[src/rtl/maze_cmd_seq.sv]
// Maze-runner command sequencer: consumes turn codes, gates PID drive, supplies open-loop veer error.
// Optional buzzer tone and timed bump abort are built when MAZE_BUZZ_EN is defined.
`timescale 1ns/1ps

// state  | meaning
// IDLE   | waiting for a command byte, drive off
// FOLLOW | PID line following, waiting for a line-loss event
// VEER   | open-loop turn in progress, minimum duration enforced by veer timer
// STOP   | sequence done, one-cycle response then IDLE
// BUMP   | collision abort, drive off, alarm tone while buzz timer runs
module maze_cmd_seq #(
    parameter bit          FAST_SIM = 1'b1,
    parameter logic [15:0] VEER_MAG = 16'h0400
) (
    input  logic        clk,
    input  logic        rst,
    input  logic [7:0]  cmd,
    input  logic        cmd_rdy,
    output logic        clr_cmd_rdy,
    input  logic        line_present,
    input  logic        BMPL_n,
    input  logic        BMPR_n,
    output logic        go,
    output logic [15:0] err_opn_lp,
    output logic        send_resp,
    output logic        buzz
);

    localparam logic [2:0] IDLE   = 3'd0;
    localparam logic [2:0] FOLLOW = 3'd1;
    localparam logic [2:0] VEER   = 3'd2;
    localparam logic [2:0] STOP   = 3'd3;
    localparam logic [2:0] BUMP   = 3'd4;

    localparam logic [22:0] VEER_MAX = FAST_SIM ? 23'd4096 : 23'd4194304;

    logic [2:0]  state;
    logic [7:0]  sreg;
    logic [22:0] veer_tmr;
    logic        bmpl_s1, bmpl_s2, bmpr_s1, bmpr_s2;
    logic        line_q;
    logic        bmp;
    logic        line_fall;
    logic        bump_done;

    assign bmp         = ~bmpl_s2 | ~bmpr_s2;
    assign line_fall   = line_q & ~line_present;
    assign go          = (state == FOLLOW) || (state == VEER);
    // Holding off the ack while send_resp is out keeps the two pulses disjoint.
    assign clr_cmd_rdy = (state == IDLE) && cmd_rdy && !send_resp;

    function automatic logic [15:0] turn_err(input logic [1:0] code);
        case (code)
            2'b01:   turn_err = -VEER_MAG;
            2'b10:   turn_err = VEER_MAG;
            default: turn_err = 16'h0000;
        endcase
    endfunction

`ifdef MAZE_BUZZ_EN
    localparam logic [25:0] BUZZ_MAX = FAST_SIM ? 26'd65535 : 26'd49999999;

    logic [14:0] buzz_cnt;
    logic [25:0] buzz_tmr;

    always_ff @(posedge clk) begin
        if (rst) begin
            buzz_cnt <= '0;
            buzz_tmr <= '0;
        end else begin
            buzz_cnt <= buzz_cnt + 15'd1;
            if (state == BUMP)
                buzz_tmr <= buzz_tmr + 26'd1;
            else
                buzz_tmr <= '0;
        end
    end

    assign bump_done = (buzz_tmr == BUZZ_MAX);
    assign buzz      = (state == BUMP) && buzz_cnt[14];
`else
    assign bump_done = 1'b1;
    assign buzz      = 1'b0;
`endif

    always_ff @(posedge clk) begin
        if (rst) begin
            state      <= IDLE;
            sreg       <= 8'hFF;
            err_opn_lp <= '0;
            send_resp  <= 1'b0;
            veer_tmr   <= '0;
            bmpl_s1    <= 1'b1;
            bmpl_s2    <= 1'b1;
            bmpr_s1    <= 1'b1;
            bmpr_s2    <= 1'b1;
            line_q     <= 1'b0;
        end else begin
            bmpl_s1   <= BMPL_n;
            bmpl_s2   <= bmpl_s1;
            bmpr_s1   <= BMPR_n;
            bmpr_s2   <= bmpr_s1;
            line_q    <= line_present;
            send_resp <= 1'b0;
            case (state)
                IDLE: begin
                    err_opn_lp <= '0;
                    if (cmd_rdy && !send_resp) begin
                        sreg  <= cmd;
                        state <= (cmd[1:0] == 2'b11) ? STOP : FOLLOW;
                    end
                end
                FOLLOW: begin
                    if (bmp) begin
                        sreg       <= 8'hFF;
                        err_opn_lp <= '0;
                        state      <= BUMP;
                    end else if (line_fall) begin
                        if (sreg[1:0] == 2'b11) begin
                            state <= STOP;
                        end else begin
                            err_opn_lp <= turn_err(sreg[1:0]);
                            sreg       <= {2'b11, sreg[7:2]};
                            veer_tmr   <= '0;
                            state      <= VEER;
                        end
                    end
                end
                VEER: begin
                    if (bmp) begin
                        sreg       <= 8'hFF;
                        err_opn_lp <= '0;
                        state      <= BUMP;
                    end else if (veer_tmr != VEER_MAX) begin
                        veer_tmr <= veer_tmr + 23'd1;
                    end else if (line_present) begin
                        err_opn_lp <= '0;
                        state      <= FOLLOW;
                    end
                end
                STOP: begin
                    err_opn_lp <= '0;
                    send_resp  <= 1'b1;
                    state      <= IDLE;
                end
                BUMP: begin
                    err_opn_lp <= '0;
`ifdef MAZE_BUZZ_EN
                    if (bump_done) begin
                        send_resp <= 1'b1;
                        state     <= IDLE;
                    end
`else
                    // Without the alarm the abort is a single cycle handed to STOP.
                    if (bump_done)
                        state <= STOP;
`endif
                end
                default: state <= IDLE;
            endcase
        end
    end

endmodule

[config.mk]
export PLATFORM = sky130hd
export DESIGN_NAME = maze_cmd_seq
export DESIGN_NICKNAME = d
export VERILOG_FILES = /design/src/rtl/maze_cmd_seq.sv
export SDC_FILE = /design/constraint.sdc
export NUM_CORES = 1
export LEC_CHECK = 0
export CORE_MARGIN = 4
export CORE_UTILIZATION = 60
export DETAILED_ROUTE_END_ITERATION = 16
export DONT_BUFFER_PORTS = 1
export GPL_TIMING_DRIVEN = 0
export PLACE_DENSITY = 0.76
export SYNTH_ARGS = -nofsm -noshare
export SYNTH_HDL_FRONTEND = slang
export SYNTH_SLANG_ARGS = --single-unit
export TNS_END_PERCENT = 10
[constraint.sdc]
create_clock -name clk -period 4.45 [get_ports clk]
set_clock_uncertainty 0.15 [all_clocks]
set_input_delay 0.89 -clock clk [delete_from_list [all_inputs] [get_ports clk]]
set_output_delay 0.89 -clock clk [all_outputs]
set_load 0.02 [all_outputs]
==> results of run 1 <==
==> layout by cell type, fill, tap and decap left out, drive strengths merged, types with 2 or more instances in the layout <==
cell type / Yosys / layout
dfxtp: 42 / 42
o311ai: 4 / 4
clkinvlp: 0 / 2
nand2b: 4 / 4
a211o: 8 / 8
o211ai: 6 / 6
ha: 4 / 4
a41oi: 3 / 3
clkbuf: 5 / 10
and3b: 2 / 2
buf: 21 / 21
a31oi: 8 / 8
o21ai: 12 / 12
nor2b: 9 / 9
mux2i: 2 / 2
conb: 1 / 11
o22ai: 7 / 7
nor4: 5 / 5
or2: 5 / 5
a31o: 2 / 2
nor2: 15 / 15
o21a: 2 / 2
nand2: 24 / 24
o31ai: 4 / 4
nor3: 16 / 16
nand3: 8 / 8
a211oi: 4 / 4
and3: 10 / 10
nand4: 6 / 6
inv: 7 / 7
a21oi: 12 / 12
==> layer usage <==
metal | track usage (%) | share of wire [%] | vias up
li1 | - | - | 1040
met4 | 7.72 | 1.5 | 0
met1 | 31.5 | 47 | 976
met2 | 30.9 | 43 | 75
met3 | 4.83 | 7.6 | 7
met5 | 0 | 0 | -
==> state kept, by name (all words and copies together), names as in the netlist <==
signal,count
bmpl_s1,1
veer_tmr,23
send_resp,1
err_opn_lp,2
sreg,8
bmpl_s2,1
bmpr_s2,1
bmpr_s1,1
state,3
line_q,1
==> power by group through the flow <==
stage          clock network (mW)  registers [mW]  logic, mW
3_5_place_dp                    0           0.460      0.392
2_1_floorplan                   0           0.452      0.325
4_1_cts                     0.316           0.451      0.395
6_report                    0.313           0.452      0.399
3_3_place_gp                    0           0.458      0.390
5_1_grt                     0.329           0.455      0.453
==> final cells by class <==
type	instances	area, um^2	share of cell area (%)
clock buffers	5	68.8	2.69
inverters	8	30.0	1.17
plain buffers	26	176	6.90
well taps	48	60.1	2.35
flip-flops and latches	42	841	32.9
multi-input cells	209	1340	52.3
clock inverters	3	45.0	1.76
==> stage by stage <==
| step | power [mW] | cells |
|---|---|---|
| after floorplan | 0.777 | 285 |
| after global placement | 0.847 | 333 |
| after detailed placement | 0.852 | 333 |
| after CTS | 1.16 | 341 |
| after global routing | 1.24 | 341 |
| final | 1.16 | 341 |
==> worst max-delay path by stage <==
stage                   endpoint  cells after the start
detailed placement  veer_tmr[12]                      6
floorplan           veer_tmr[12]                      6
CTS                           go                      3
finish                        go                      3
global placement    veer_tmr[12]                      6
global route                  go                      3
==> critical path, stage by stage (launching register included) <==
cell	delay, ns
dfxtp_1	0.31
buf_2	0.20
nand2b_1	0.15
a21oi_1	0.94
==> kinds of logic (layout without fill, tap and decap cells) <==
| group | count (synthesis) | count (layout) | share of synthesized area [%] |
|---|---|---|---|
| adder cells (fa/ha/maj) | 4 | 4 | 2.13 |
| other | 1 | 11 | 0.160 |
| AO/OA/AOI/OAI | 77 | 77 | 23.7 |
| AND/OR/NAND/NOR | 114 | 114 | 28.0 |
| multiplexers | 3 | 3 | 1.33 |
| flip-flops | 42 | 42 | 35.8 |
| buffers and inverters | 34 | 42 | 8.80 |
==> flow_metrics.env, run 1 <==
export IMPL_status="finished clean"
export IMPL_leakage_nw=1.04
export IMPL_ant_nets=0
export IMPL_worstHoldStart="bmpr_s1"
export IMPL_p_seq_share_pct=38.8
export IMPL_p_int_mw=0.737
export IMPL_grt_max_degree=15
export IMPL_fmax_mhz=339
export IMPL_fill_cells=331
export IMPL_required_ns=3.41
export IMPL_hold_end="bmpr_s2"
export IMPL_slew_headroom_pct=22.7
export IMPL_synthTopCellsByCount="42 x dfxtp_1, 24 x nand2_1, 16 x buf_4"
export IMPL_place_ws_ns=1.82
export IMPL_setup_tns_final_ns=0
export IMPL_cts_tree="yes"
export IMPL_holdPathStages=1
export IMPL_post_route_period_util_pct=66.3
export IMPL_rrSetupSlack_ns=2.12
export IMPL_startpoint="state[0]"
export IMPL_rsz0062_at_grt="no"
export IMPL_track_usage_pct=21.5
export IMPL_portBuffers=0
export IMPL_placed_cell_area_mm2=0.00244
export IMPL_vias_per_cell=6.15
export IMPL_initial_utilization_pct=63.1
export IMPL_cap_violations=0
export IMPL_criticalPathCategory="register to output pin"
export IMPL_drive_gt1_share_pct=17.7
export IMPL_synth_area_mm2=0.00235
export IMPL_dpl_hpwl_mm=3.62
export IMPL_cp_max_fo=10
export IMPL_die_h_um=70.5
export IMPL_synth_distinct_cells=60
export IMPL_io_pins=34
export IMPL_htreeDepth=2
export IMPL_p_sw_share_pct=36.7
export IMPL_rr_startpoint="sreg[0]"
export IMPL_gp_congestion=0.814
export IMPL_antenna_found_initial=0
export IMPL_hold_path_class="register to register"
export IMPL_holdBufCountCts=0
export IMPL_clock_latency_ns=0.30
export IMPL_n_antenna_cell=0
export IMPL_holdWs_ns=0.267
export IMPL_utilization_pct=68.8
export IMPL_p_clk_share_pct=26.9
export IMPL_cts_buffers=5
export IMPL_routedWlPerCell_um=15.0
export IMPL_startpoint_type="register"
export IMPL_drt_pass1_iterations=4
export IMPL_final_setup_worst_slack_ns=1.50
export IMPL_synthToLayoutAreaGrowth_pct=9.01
export IMPL_core_mm2=0.00372
export IMPL_num_rows=22
export IMPL_synth_top_area_share_pct=35.8
export IMPL_cts_sinks=42
export IMPL_endpoint_kind="output pin"
export IMPL_hold_viol=0
export IMPL_cts_resized=0
export IMPL_post_cts_setup_buffers=0
export IMPL_synth_edf_count=0
export IMPL_worstRegToRegCells=7
export IMPL_grt_pass1_wl_mm=8.78
export IMPL_ys_ff_latch=42
export IMPL_yosysTopAreaCell="dfxtp_1"
export IMPL_drv_slew=0
export IMPL_final_nets=310
export IMPL_first_global_vias=1820
export IMPL_fin_area_mm2=0.00256
export IMPL_root_buffer="clkbuf_8"
export IMPL_yosys_warnings=0
export IMPL_max_clock_path_buffers=2
export IMPL_synth_most_common_cell="dfxtp_1"
export IMPL_rr_endpoint="veer_tmr[12]"
export IMPL_path_clk_slew_ns=0.09
export IMPL_arrival_ns=1.91
export IMPL_synth_area_top_cells="dfxtp_1 36%, buf_4 5.1%, nand2_1 3.8%"
export IMPL_peakVddDrop_mv=0.377
export IMPL_ys_seq_area_share_pct=35.8
export IMPL_tightest_slew_ns=1.16
export IMPL_p_comb_share_pct=34.3
export IMPL_p_per_area_mw_per_mm2=455
export IMPL_chipWidth_um=70.5
export IMPL_synth_ff_type="dfxtp_1"
export IMPL_async_reset_ff_share_pct=0
export IMPL_setup_viol=0
export IMPL_layout_min_cycle_time_ns=2.95
export IMPL_synthCells=275
export IMPL_drtIter0Drc=192
export IMPL_routed_wl_mm=5.11
export IMPL_switchingPower_mw=0.427
export IMPL_overflow=0
export IMPL_dieArea_mm2=0.00497
export IMPL_drc_errors=0
export IMPL_vias=2098
export IMPL_avgSynthCellArea_um2=8.53
Note: power is estimated with default switching activity, not from simulation.
==> run 2, diff against run 1 <==
ABC_AREA = 1   (was not set)
CORE_UTILIZATION = 57   (was 60)
PLACE_DENSITY = 0.75   (was 0.76)
clock period = 2.4 ns   (was 4.45 ns; I/O delays follow)
==> flow_metrics.env, run 2 <==
export IMPL_tightest_slew_ns=0.562
export IMPL_placed_cell_area_mm2=0.00284
export IMPL_reg_top3="veer_tmr (23), sreg (8), state (3)"
export IMPL_overflow=0
export IMPL_synth_area_mm2=0.00273
export IMPL_p_seq_share_pct=39.0
export IMPL_rrSetupSlack_ns=0.43
export IMPL_initial_utilization_pct=60.7
export IMPL_track_usage_pct=22.5
export IMPL_post_route_period_util_pct=82.2
export IMPL_max_clock_path_buffers=2
export IMPL_ys_seq_area_share_pct=30.8
export IMPL_fmax_mhz=507
export IMPL_largest_reg_flops=23
export IMPL_chipWidth_um=77.3
export IMPL_fin_area_mm2=0.00293
export IMPL_drtIter0Drc=208
export IMPL_rr_endpoint="veer_tmr[3]"
export IMPL_setup_tns_final_ns=0
export IMPL_core_mm2=0.00450
export IMPL_drt_pass1_iterations=5
export IMPL_cts_resized=0
export IMPL_layout_min_cycle_time_ns=1.97
export IMPL_startpoint_type="register"
export IMPL_htreeDepth=2
export IMPL_synth_top_area_share_pct=30.8
export IMPL_synthCells=434
export IMPL_final_setup_worst_slack_ns=0.427
export IMPL_grt_max_degree=16
export IMPL_worstHoldStart="BMPR_n"
export IMPL_die_h_um=77.3
export IMPL_first_global_vias=2291
export IMPL_worstRegToRegCells=11
export IMPL_synth_distinct_cells=34
export IMPL_drive_gt1_share_pct=11.1
export IMPL_holdBufCountCts=0
export IMPL_cap_violations=0
export IMPL_n_antenna_cell=0
export IMPL_synth_ff_type="dfxtp_1"
export IMPL_async_reset_ff_share_pct=0
export IMPL_holdWs_ns=0.128
export IMPL_hold_path_class="primary input to register"
export IMPL_yosysTopAreaCell="dfxtp_1"
export IMPL_hold_end="bmpr_s1"
export IMPL_cp_max_fo=10
export IMPL_io_pins=34
export IMPL_routed_wl_mm=6.73
export IMPL_criticalPathCategory="register to register"
export IMPL_fin_cells=504
export IMPL_synthToLayoutAreaGrowth_pct=7.19
export IMPL_rr_startpoint="veer_tmr[0]"
export IMPL_vias_per_cell=5.38
export IMPL_p_per_area_mw_per_mm2=741
export IMPL_portBuffers=0
export IMPL_final_nets=469
export IMPL_hold_viol=0
export IMPL_arrival_ns=2.05
export IMPL_power_mw=2.17
export IMPL_avgSynthCellArea_um2=6.30
export IMPL_routedWlPerCell_um=13.4
export IMPL_drc_errors=0
export IMPL_endpoint_kind="register"
export IMPL_grt_pass1_wl_mm=10.9
export IMPL_leakage_nw=1.31
export IMPL_setup_viol=0
export IMPL_utilization_pct=65.1
export IMPL_cts_tree="yes"
export IMPL_layout_commonest_cell="nand2_1"
export IMPL_cts_buffers=5
export IMPL_p_sw_share_pct=42.3
export IMPL_num_rows=24
export IMPL_required_ns=2.47
export IMPL_peakVddDrop_mv=0.571
export IMPL_synth_area_top_cells="dfxtp_1 31%, nand2_1 16%, nand3_1 10%"
export IMPL_p_comb_share_pct=38.9
export IMPL_vias=2714
export IMPL_slew_headroom_pct=62.5
export IMPL_final_cell_mix="116 x nand2_1, 63 x nor2_1, 57 x nand3_1"
export IMPL_drv_slew=0
export IMPL_path_clk_slew_ns=0.09
export IMPL_top_register="veer_tmr"
export IMPL_yosys_warnings=0
export IMPL_status="finished clean"
export IMPL_dpl_hpwl_mm=5.10
export IMPL_rsz0062_at_grt="no"
export IMPL_cts_sinks=42
export IMPL_dp_cells=496
export IMPL_dieArea_mm2=0.00597
export IMPL_switchingPower_mw=0.918
export IMPL_antenna_found_initial=0
export IMPL_clock_latency_ns=0.30
export IMPL_place_ws_ns=0.463
export IMPL_ant_nets=0
export IMPL_post_cts_setup_buffers=0
export IMPL_synth_edf_count=0
export IMPL_holdPathStages=1
export IMPL_synth_most_common_cell="nand2_1"
export IMPL_gp_congestion=0.887
export IMPL_ys_ff_latch=42
export IMPL_p_clk_share_pct=22.1
export IMPL_synthTopCellsByCount="116 x nand2_1, 63 x nor2_1, 57 x nand3_1"
export IMPL_root_buffer="clkbuf_8"
export IMPL_p_int_mw=1.25
==> run 2: worst max path at each step <==
stage,slack (ns),startpoint,end,cells after the start
4_1_cts,0.44,veer_tmr[0],veer_tmr[16],9
3_3_place_gp,0.48,veer_tmr[0],veer_tmr[16],9
3_5_place_dp,0.46,veer_tmr[0],veer_tmr[16],9
2_1_floorplan,0.79,veer_tmr[0],veer_tmr[7],11
5_1_grt,0.26,veer_tmr[0],veer_tmr[7],11
6_report,0.43,veer_tmr[0],veer_tmr[3],11
==> run 2: cells by family (layout without fill, tap and decap cells) <==
group | count (synthesis) | after routing | share of synthesized area (%)
xor+xnor | 3 | 3 | 0.961
compound gates | 40 | 40 | 7.96
flops | 42 | 42 | 30.8
buf+inv | 70 | 78 | 12.3
fa+ha+maj | 4 | 4 | 1.83
simple gates | 274 | 274 | 46.0
other cells | 1 | 11 | 0.137
==> run 2: cell type report <==
type / instances / area [um^2]
Fill cell: 458 / 1570
Sequential cell: 42 / 841
Tap cell: 52 / 65.1
Clock buffer: 5 / 68.8
Multi-Input combinational cell: 332 / 1590
Inverter: 46 / 173
Clock inverter: 3 / 25.0
Buffer: 24 / 164
==> run 2: worst max-delay path, stage by stage (launching register included) <==
cell and delay, ns:
dfxtp_1 0.35, inv_1 0.11, ha_1 0.20, inv_1 0.06, nor2_1 0.08, nand2_1 0.08
nor2_1 0.16, nand4_4 0.16, nand2_4 0.18, buf_6 0.18, nand2_1 0.06, a21oi_1 0.12
==> run 2: power by group through the flow <==
stage          combinational (mW)  clock (mW)  sequential, mW
2_1_floorplan               0.681           0           0.845
6_report                    0.845       0.479           0.848
3_5_place_dp                0.838           0           0.861
3_3_place_gp                0.822           0           0.859
5_1_grt                     0.951       0.513           0.856
4_1_cts                     0.841       0.494           0.846
==> run 2: layer usage <==
metal  global-route usage [%]  wire length [um]  vias to the layer above
li1                         -                 -                     1402
met2                     35.4              2920                       74
met3                     4.22               355                        8
met5                        0                 0                        -
met1                     31.8              3380                     1230
met4                     5.34                69                        0
==> run 3, diff against run 2 <==
clock period = 1.7 ns   (was 2.4 ns; I/O delays follow)
==> flow_metrics.env, run 3 (synthesized netlist as in run 2, its figures left out) <==
export IMPL_max_clock_path_buffers=2
export IMPL_dieArea_mm2=0.00597
export IMPL_drt_pass1_iterations=5
export IMPL_final_setup_worst_slack_ns=-0.0885
export IMPL_drv_slew=0
export IMPL_fmax_mhz=559
export IMPL_overflow=0
export IMPL_clock_latency_ns=0.30
export IMPL_grt_max_degree=16
export IMPL_grt_pass1_wl_mm=11.4
export IMPL_drtIter0Drc=243
export IMPL_peakVddDrop_mv=0.820
export IMPL_root_buffer="clkbuf_8"
export IMPL_n_antenna_cell=0
export IMPL_synthToLayoutAreaGrowth_pct=19.5
export IMPL_leakage_nw=1.40
export IMPL_layout_min_cycle_time_ns=1.79
export IMPL_ant_nets=0
export IMPL_routedWlPerCell_um=14.0
export IMPL_drc_errors=0
export IMPL_startpoint_type="register"
export IMPL_largest_reg_flops=23
export IMPL_routed_wl_mm=7.23
export IMPL_chipWidth_um=77.3
export IMPL_num_rows=24
export IMPL_hold_path_class="primary input to register"
export IMPL_rr_endpoint="veer_tmr[21]"
export IMPL_gp_congestion=0.887
export IMPL_antenna_found_initial=0
export IMPL_holdPathStages=2
export IMPL_path_clk_slew_ns=0.09
export IMPL_post_route_period_util_pct=105
export IMPL_rr_startpoint="veer_tmr[0]"
export IMPL_violations="negative setup slack"
export IMPL_rrSetupSlack_ns=-0.09
export IMPL_cap_violations=0
export IMPL_p_per_area_mw_per_mm2=1030
export IMPL_tightest_slew_ns=0.654
export IMPL_status="complete, but fails checks"
export IMPL_htreeDepth=2
export IMPL_worstHoldStart="cmd[6]"
export IMPL_die_h_um=77.3
export IMPL_cts_buffers=5
export IMPL_arrival_ns=1.88
export IMPL_io_pins=34
export IMPL_final_cell_mix="111 x nand2_1, 54 x nor2_1, 53 x nand3_1"
export IMPL_cts_sinks=42
export IMPL_top_register="veer_tmr"
export IMPL_endpoint_kind="register"
export IMPL_place_ws_ns=-0.237
export IMPL_cp_max_fo=6
export IMPL_layout_commonest_cell="nand2_1"
export IMPL_vias=2837
export IMPL_portBuffers=0
export IMPL_first_global_vias=2396
export IMPL_slew_headroom_pct=56.4
export IMPL_required_ns=1.79
export IMPL_rsz0062_at_grt="yes"
export IMPL_power_mw=3.36
export IMPL_track_usage_pct=23.6
export IMPL_cts_tree="yes"
export IMPL_worstRegToRegCells=11
export IMPL_core_mm2=0.00450
export IMPL_final_nets=482
export IMPL_drive_gt1_share_pct=22.2
export IMPL_hold_viol=0
export IMPL_reg_top3="veer_tmr (23), sreg (8), state (3)"
export IMPL_criticalPathCategory="register to register"
export IMPL_initial_utilization_pct=60.7
export IMPL_setup_viol=23
export IMPL_vias_per_cell=5.49
export IMPL_dpl_hpwl_mm=5.10
export IMPL_hold_end="sreg[6]"
-- run 3: changes by cell type in the layout (fill, tap and decap cells not counted), sizes merged --
cell         delta
buf             +8
clkbuf          +2
dlygate4sd3     +2
nand2           +1
-- run 3: worst max path at each step --
stage	end	from	slack [ns]
floorplan	veer_tmr[7]	veer_tmr[0]	0.09
global placement	veer_tmr[16]	veer_tmr[0]	-0.22
detailed placement	veer_tmr[16]	veer_tmr[0]	-0.24
CTS	veer_tmr[3]	veer_tmr[0]	-0.03
global route	veer_tmr[17]	veer_tmr[0]	-0.18
finish	veer_tmr[21]	veer_tmr[0]	-0.09
-- run 3: power breakdown --
group          internal, mW  total, mW  switching [mW]  leakage (nW)
sequential             1.11       1.22           0.117         0.346
clock                 0.297      0.677           0.381        0.0447
combinational         0.550       1.46           0.909          1.01
-- run 3: final cells by class --
cell class	count	area (um^2)
timing repair buffer	12	121
inverter	46	183
fill	410	1240
buffer	24	183
clock buffer	5	68.8
tap	52	65.1
sequential	42	857
multi-input combinational	333	1770
clock inverter	3	25.0
-- run 3: metal layers --
layer	GRT usage [%]	vias up	wire length, um
met5	0	-	0
met4	6.23	0	74
met3	4.22	8	554
met2	37.2	109	3280
met1	32.9	1288	3320
li1	-	1432	-
-- run 3: through the flow --
step	TNS, ns	cell area [um^2]	util (%)	std cells	hold slack, ns
final	-1.22	3270	72.6	517	0.0510
after CTS	-0.170	3090	68.6	513	0.0462
after global routing	-3.41	3270	72.6	517	0.0557
after detailed placement	-4.85	2840	63.0	496	0.242
after global placement	-4.15	2840	63.0	496	0.242
after floorplan	0	2770	-	444	0.239
-- run 3: timing repair --
| item | in CTS | in global routing |
|---|---|---|
| buffers inserted | 6 | 2 |
| cloned | 1 | 2 |
| endpoints found under the setup margin | 33 | 36 |
| gates resized for setup | 27 | 43 |
| hold buffers | 2 | 0 |
| hold endpoints to repair | 2 | 0 |
| pin swaps | 9 | 15 |
-- run 3: worst max-delay path: stages (launching register included) --
cell	delay, ns
dfxtp_4	0.37
inv_4	0.07
ha_4	0.14
inv_2	0.04
nor2_1	0.09
nand2_1	0.09
nor2_2	0.15
nand4_4	0.16
nand2_8	0.15
clkbuf_16	0.16
nand2_4	0.04
a21oi_2	0.12
